## src/rtl/sram_ctrl.sv

```systemverilog
// ---------------------------------------------------------------------------
// sram_ctrl
//
// Burst initiator for a single-port synchronous sram. Accepts CPU burst
// read/write requests, drives the sram address/data/write-enable from
// registers, and returns read data in order, one beat per cycle. This is the
// only block that drives the sram ports.
//
// Ports
//   clk        clock, all logic on the rising edge
//   rst_n      synchronous active-low reset
//   req_valid  burst request valid
//   req_ready  controller idle and able to accept a request
//   req_we     1 = write burst, 0 = read burst
//   req_addr   burst start address (wraps modulo 2**ADDR_WIDTH)
//   req_len    number of beats (0 is treated as 1)
//   wr_valid   write beat data valid
//   wr_ready   write beat accepted when wr_valid & wr_ready
//   wr_data    write beat data
//   rd_valid   read beat valid, one cycle per beat, no backpressure
//   rd_data    read beat data
//   busy       burst in progress
//   done       one-cycle pulse when a burst completes
//   mem_addr   sram address (registered)
//   mem_wdata  sram write data (registered)
//   mem_we     sram write enable (registered)
//   mem_rdata  sram read data, valid one cycle after the address is sampled
// ---------------------------------------------------------------------------
module sram_ctrl #(
    parameter int ADDR_WIDTH = 12,
    parameter int WORD_WIDTH = 16,
    parameter int LEN_WIDTH  = 5
) (
    input  logic                  clk,
    input  logic                  rst_n,
    input  logic                  req_valid,
    output logic                  req_ready,
    input  logic                  req_we,
    input  logic [ADDR_WIDTH-1:0] req_addr,
    input  logic [LEN_WIDTH-1:0]  req_len,
    input  logic                  wr_valid,
    output logic                  wr_ready,
    input  logic [WORD_WIDTH-1:0] wr_data,
    output logic                  rd_valid,
    output logic [WORD_WIDTH-1:0] rd_data,
    output logic                  busy,
    output logic                  done,
    output logic [ADDR_WIDTH-1:0] mem_addr,
    output logic [WORD_WIDTH-1:0] mem_wdata,
    output logic                  mem_we,
    input  logic [WORD_WIDTH-1:0] mem_rdata
);

    typedef enum logic [1:0] {
        S_IDLE  = 2'd0,
        S_WRITE = 2'd1,
        S_READ  = 2'd2,
        S_DRAIN = 2'd3
    } state_t;

    state_t                state_q, state_d;
    logic [ADDR_WIDTH-1:0] addr_cnt_q, addr_cnt_d;
    logic [LEN_WIDTH-1:0]  beat_cnt_q, beat_cnt_d;
    logic [ADDR_WIDTH-1:0] mem_addr_q, mem_addr_d;
    logic [WORD_WIDTH-1:0] mem_wdata_q, mem_wdata_d;
    logic                  mem_we_q, mem_we_d;
    // Read-return pipeline: pend1 marks an address just registered to the
    // sram, pend2 marks that the sram has sampled it and mem_rdata is valid.
    logic                  rd_pend1_q, rd_pend1_d;
    logic                  rd_pend2_q, rd_pend2_d;
    logic                  rd_valid_q, rd_valid_d;
    logic [WORD_WIDTH-1:0] rd_data_q, rd_data_d;
    logic                  done_q, done_d;

    logic                  wr_fire;
    logic                  last_beat;

    assign wr_fire   = wr_valid & wr_ready;
    assign last_beat = (beat_cnt_q == LEN_WIDTH'(1));

    // State and datapath registers
    always_ff @(posedge clk) begin
        if (!rst_n) begin
            state_q     <= S_IDLE;
            addr_cnt_q  <= '0;
            beat_cnt_q  <= '0;
            mem_addr_q  <= '0;
            mem_wdata_q <= '0;
            mem_we_q    <= 1'b0;
            rd_pend1_q  <= 1'b0;
            rd_pend2_q  <= 1'b0;
            rd_valid_q  <= 1'b0;
            rd_data_q   <= '0;
            done_q      <= 1'b0;
        end else begin
            state_q     <= state_d;
            addr_cnt_q  <= addr_cnt_d;
            beat_cnt_q  <= beat_cnt_d;
            mem_addr_q  <= mem_addr_d;
            mem_wdata_q <= mem_wdata_d;
            mem_we_q    <= mem_we_d;
            rd_pend1_q  <= rd_pend1_d;
            rd_pend2_q  <= rd_pend2_d;
            rd_valid_q  <= rd_valid_d;
            rd_data_q   <= rd_data_d;
            done_q      <= done_d;
        end
    end

    // Next-state logic
    always_comb begin
        state_d = state_q;
        case (state_q)
            S_IDLE: begin
                if (req_valid) begin
                    state_d = req_we ? S_WRITE : S_READ;
                end
            end
            S_WRITE: begin
                if (wr_fire && last_beat) begin
                    state_d = S_IDLE;
                end
            end
            S_READ: begin
                if (last_beat) begin
                    state_d = S_DRAIN;
                end
            end
            S_DRAIN: begin
                // With pend1 clear, the last beat sits in pend2 and returns
                // on this edge.
                if (!rd_pend1_q) begin
                    state_d = S_IDLE;
                end
            end
            default: state_d = S_IDLE;
        endcase
    end

    // Datapath next values
    always_comb begin
        addr_cnt_d  = addr_cnt_q;
        beat_cnt_d  = beat_cnt_q;
        mem_addr_d  = mem_addr_q;
        mem_wdata_d = mem_wdata_q;
        mem_we_d    = 1'b0;
        rd_pend1_d  = 1'b0;
        rd_pend2_d  = rd_pend1_q;
        rd_valid_d  = rd_pend2_q;
        rd_data_d   = rd_pend2_q ? mem_rdata : rd_data_q;
        done_d      = 1'b0;
        case (state_q)
            S_IDLE: begin
                if (req_valid) begin
                    addr_cnt_d = req_addr;
                    beat_cnt_d = (req_len == '0) ? LEN_WIDTH'(1) : req_len;
                end
            end
            S_WRITE: begin
                // A cycle without a beat leaves mem_we low (bubble).
                if (wr_fire) begin
                    mem_addr_d  = addr_cnt_q;
                    mem_wdata_d = wr_data;
                    mem_we_d    = 1'b1;
                    addr_cnt_d  = addr_cnt_q + ADDR_WIDTH'(1);
                    beat_cnt_d  = beat_cnt_q - LEN_WIDTH'(1);
                    done_d      = last_beat;
                end
            end
            S_READ: begin
                mem_addr_d = addr_cnt_q;
                rd_pend1_d = 1'b1;
                addr_cnt_d = addr_cnt_q + ADDR_WIDTH'(1);
                beat_cnt_d = beat_cnt_q - LEN_WIDTH'(1);
            end
            S_DRAIN: begin
                done_d = !rd_pend1_q;
            end
            default: ;
        endcase
    end

    // Outputs
    always_comb begin
        req_ready = (state_q == S_IDLE);
        wr_ready  = (state_q == S_WRITE);
        busy      = (state_q != S_IDLE);
    end

    assign mem_addr  = mem_addr_q;
    assign mem_wdata = mem_wdata_q;
    assign mem_we    = mem_we_q;
    assign rd_valid  = rd_valid_q;
    assign rd_data   = rd_data_q;
    assign done      = done_q;

endmodule

```

## config.mk

```make
export PLATFORM = sky130hd
export DESIGN_NAME = sram_ctrl
export DESIGN_NICKNAME = d
export VERILOG_FILES = /design/src/rtl/sram_ctrl.sv
export SDC_FILE = /design/constraint.sdc
export NUM_CORES = 1
export LEC_CHECK = 0
export BUFFER_PORTS_ARGS = -buffer_cell sky130_fd_sc_hd__buf_4
export CAP_MARGIN = 5
export CORE_ASPECT_RATIO = 0.7
export CORE_MARGIN = 5
export CORE_UTILIZATION = 54
export DETAILED_ROUTE_END_ITERATION = 8
export PLACE_DENSITY_LB_ADDON = 0.12
export SYNTH_ARGS = -nofsm -noshare
export SYNTH_HDL_FRONTEND = slang
export SYNTH_SLANG_ARGS = --single-unit
```

## constraint.sdc

```tcl
create_clock -name clk -period 5.87 [get_ports clk]
set_input_delay 0.2935 -clock clk [delete_from_list [all_inputs] [get_ports clk]]
set_output_delay 0.2935 -clock clk [all_outputs]
set_load 0.02 [all_outputs]
```

==> metrics.md <==
| Metric | Value |
|---|---|
| CTS H-tree lvls | 3 |
| IO Count | 104 |
| Relative max-transition margin | 39.2% |
| Placed cell area | 3860 um2 |
| Setup_tns | 0 ns |
| Root buffer cell | clkbuf_8 |
| Fmax | 0.389 GHz |
| Final hold vios | 0 |
| Post-Syn Area | 3070 um2 |
| Peak supply drop | 0.297 mV |
| Initial antenna violation count | 0 |
| PortBufs | 103 |
| First-pass GRT wire length | 12.2 mm |
| Die Area | 7310 um2 |
| Gpl congestion | 0.818 |
| Max Slew Vio Count | 0 |
| Post-route cell area | 4070 um2 |
| Area of the multi-input gates | 1590 um2 |
| Final setup margin | 3.30 ns |
| FFs w/ async S/R, synth | 0% |
| GRT Overall Usage | 20.7% |
| Max clock buf depth | 2 |
| DRT Pass-1 Iters | 4 |
| Post-CTS Setup Bufs | 0 |
| Synth Flop Type | dfxtp_1 |
| Clk_lat worst skew | 0.34 ns |
| Final wirelength | 7.56 mm |
| CTS Sinks | 68 |
| Post-synth cell types | 39 |
| DRC | 0 |
| YS warnings | 0 |
| Vias per cell | 5.24 |
| Top cells by area, synth | dfxtp_1 (44%), nand2_1 (8.8%), a21boi_0 (7.6%), mux2i_1 (6.9%), nor2b_1 (3.9%) |
| Crit end category | register |
| Die H | 73.1 um |
| P&R area growth vs syn | 32.7% |
| Num rows | 23 |
| Synthesized flop and latch total | 68 |
| Routed length per instance | 14.5 um |
| PD cells | 416 nW/um2 |
| Initial Util | 54.7% |
| Max cap viols | 0 |
| Seq/Total Area, Yosys | 44.4% |
| Die Width | 100 um |
| Status | finished, final reports clean |
| Number of CTS-inserted buffers | 9 |
| Post-Syn Area per Cell | 8.82 um2 |
| Pin count of the biggest net entering global routing | 74 |
| Clock Skew | 0.00822 ns |
| Final period utilization | 43.8% |
| Class of the tightest hold or removal check | input pin to register |
| WS Path Type | register to register |
| Max FO, Critical Path | 23 |
| DR iter-0 viols | 183 |
| CP Data Required Time | 6.16 ns |
| Core area | 5610 um2 |
| Crit path time final | 2.57 ns |
| Sequential cell area | 1360 um2 |
| Setup Viol. Count Final | 0 |
| Syn Nets | 411 |
| Leakage | 1.65 nW |
| Pwr Total | 1.69 mW |
| Number of synthesized flops with an enable pin | 0 |
| Final ANT Viol Nets | 0 |
| CTS tree | yes |
| Critical path launch point type | register |
| CTS clock-pin slew for the worst setup and hold paths | 0.08 ns |
| Share of cells above drive strength 1 | 28.0% |
| Final nets | 505 |
| Synth top cells by count | nand2_1 (72), dfxtp_1 (68), a21boi_0 (31) |
| Worst EP arrival | 2.86 ns |
| Cell count after synthesis | 348 |
| Pre-CTS setup slack | 3.32 ns |
| Filler Cells Inserted | 449 |
| Hpwl dp | 5.39 mm |
| Top-count cell post-synth | nand2_1 |
| RSZ-0062 raised after global routing | false |
| Top-area cell type share of the netlist area | 44.4% |
| Vias in the first global route | 2501 |
| Vias | 2737 |
| Post-CTS resize count | 0 |
| Post-synth top area cell | dfxtp_1 |
| Worst Max-Slew Pin Slew | 0.910 ns |
| Hold_buf cts | 0 |
| GR Overflow Total | 0 |
| ANT cells | 0 |
-- critical path, stage by stage, from the launching register on --
cell     delay, ns
dfxtp_1       0.41
inv_1         0.11
ha_1          0.77
inv_1         0.52
o41a_1        0.48
nor2_1        0.09
o21a_1        0.13
-- cell families after synthesis --
| kind of cell | Yosys count | share of synthesized area [%] |
|---|---|---|
| compound gates | 82 | 19.6 |
| fa+ha+maj | 9 | 3.67 |
| buf+inv | 30 | 3.75 |
| flops | 68 | 44.4 |
| mux | 21 | 6.85 |
| simple gates | 138 | 21.8 |
-- final timing paths --
kind / cells past startpoint / from / endpoint / slack [ns]
worst max register to register: 6 / state_q[1] / beat_cnt_q[4] / 3.30
worst min register to register: 2 / mem_addr[11] / mem_addr[11] / 0.46
worst max-delay path: 6 / state_q[1] / beat_cnt_q[4] / 3.30
worst min-delay path: 3 / wr_data[15] / mem_wdata[15] / 0.19
-- where the power goes --
| group | total [mW] | switching (mW) | internal [mW] |
|---|---|---|---|
| registers | 0.634 | 0.0886 | 0.545 |
| clock network | 0.398 | 0.178 | 0.220 |
| logic | 0.661 | 0.384 | 0.277 |
| total | 1.69 | 0.651 | 1.04 |
-- per-stage QoR --
stage	hold WS [ns]	std cells	util [%]
after floorplan	0.428	348	-
after global placement	0.449	506	68.8
after detailed placement	0.459	506	68.8
after CTS	0.182	522	72.6
after global routing	0.202	522	72.6
final	0.190	522	72.6
-- registers in the layout, indices dropped and copies added (netlist names), 2 cells and up --
| signal | flops |
|---|---|
| addr_cnt_q | 12 |
| beat_cnt_q | 5 |
| mem_addr | 12 |
| mem_wdata | 16 |
| rd_data | 16 |
| state_q | 2 |
-- cell type report --
cell class	count	share of cell area, %
Multi-Input combinational cell	250	39.1
Sequential cell	68	33.4
Timing Repair Buffer	104	19.2
Clock buffer	11	3.72
Tap cell	75	2.30
Clock inverter	5	1.44
Inverter	9	0.830
-- per-layer routing --
metal	global-route usage, %	share of wire (%)
met5	0	0
met4	4.63	0.58
met3	7.07	7.2
met2	32.7	47
met1	27.6	46
-- placed cells by master (no fill, tap or decap), types with 11 or more instances in the layout --
master,instances
dfxtp_1,68
mux2i_1,21
buf_4,104
nor2b_1,19
clkbuf_8,11
a21boi_0,31
o21ai_0,12
nand2_1,72
Note: power is estimated with default switching activity, not from simulation.
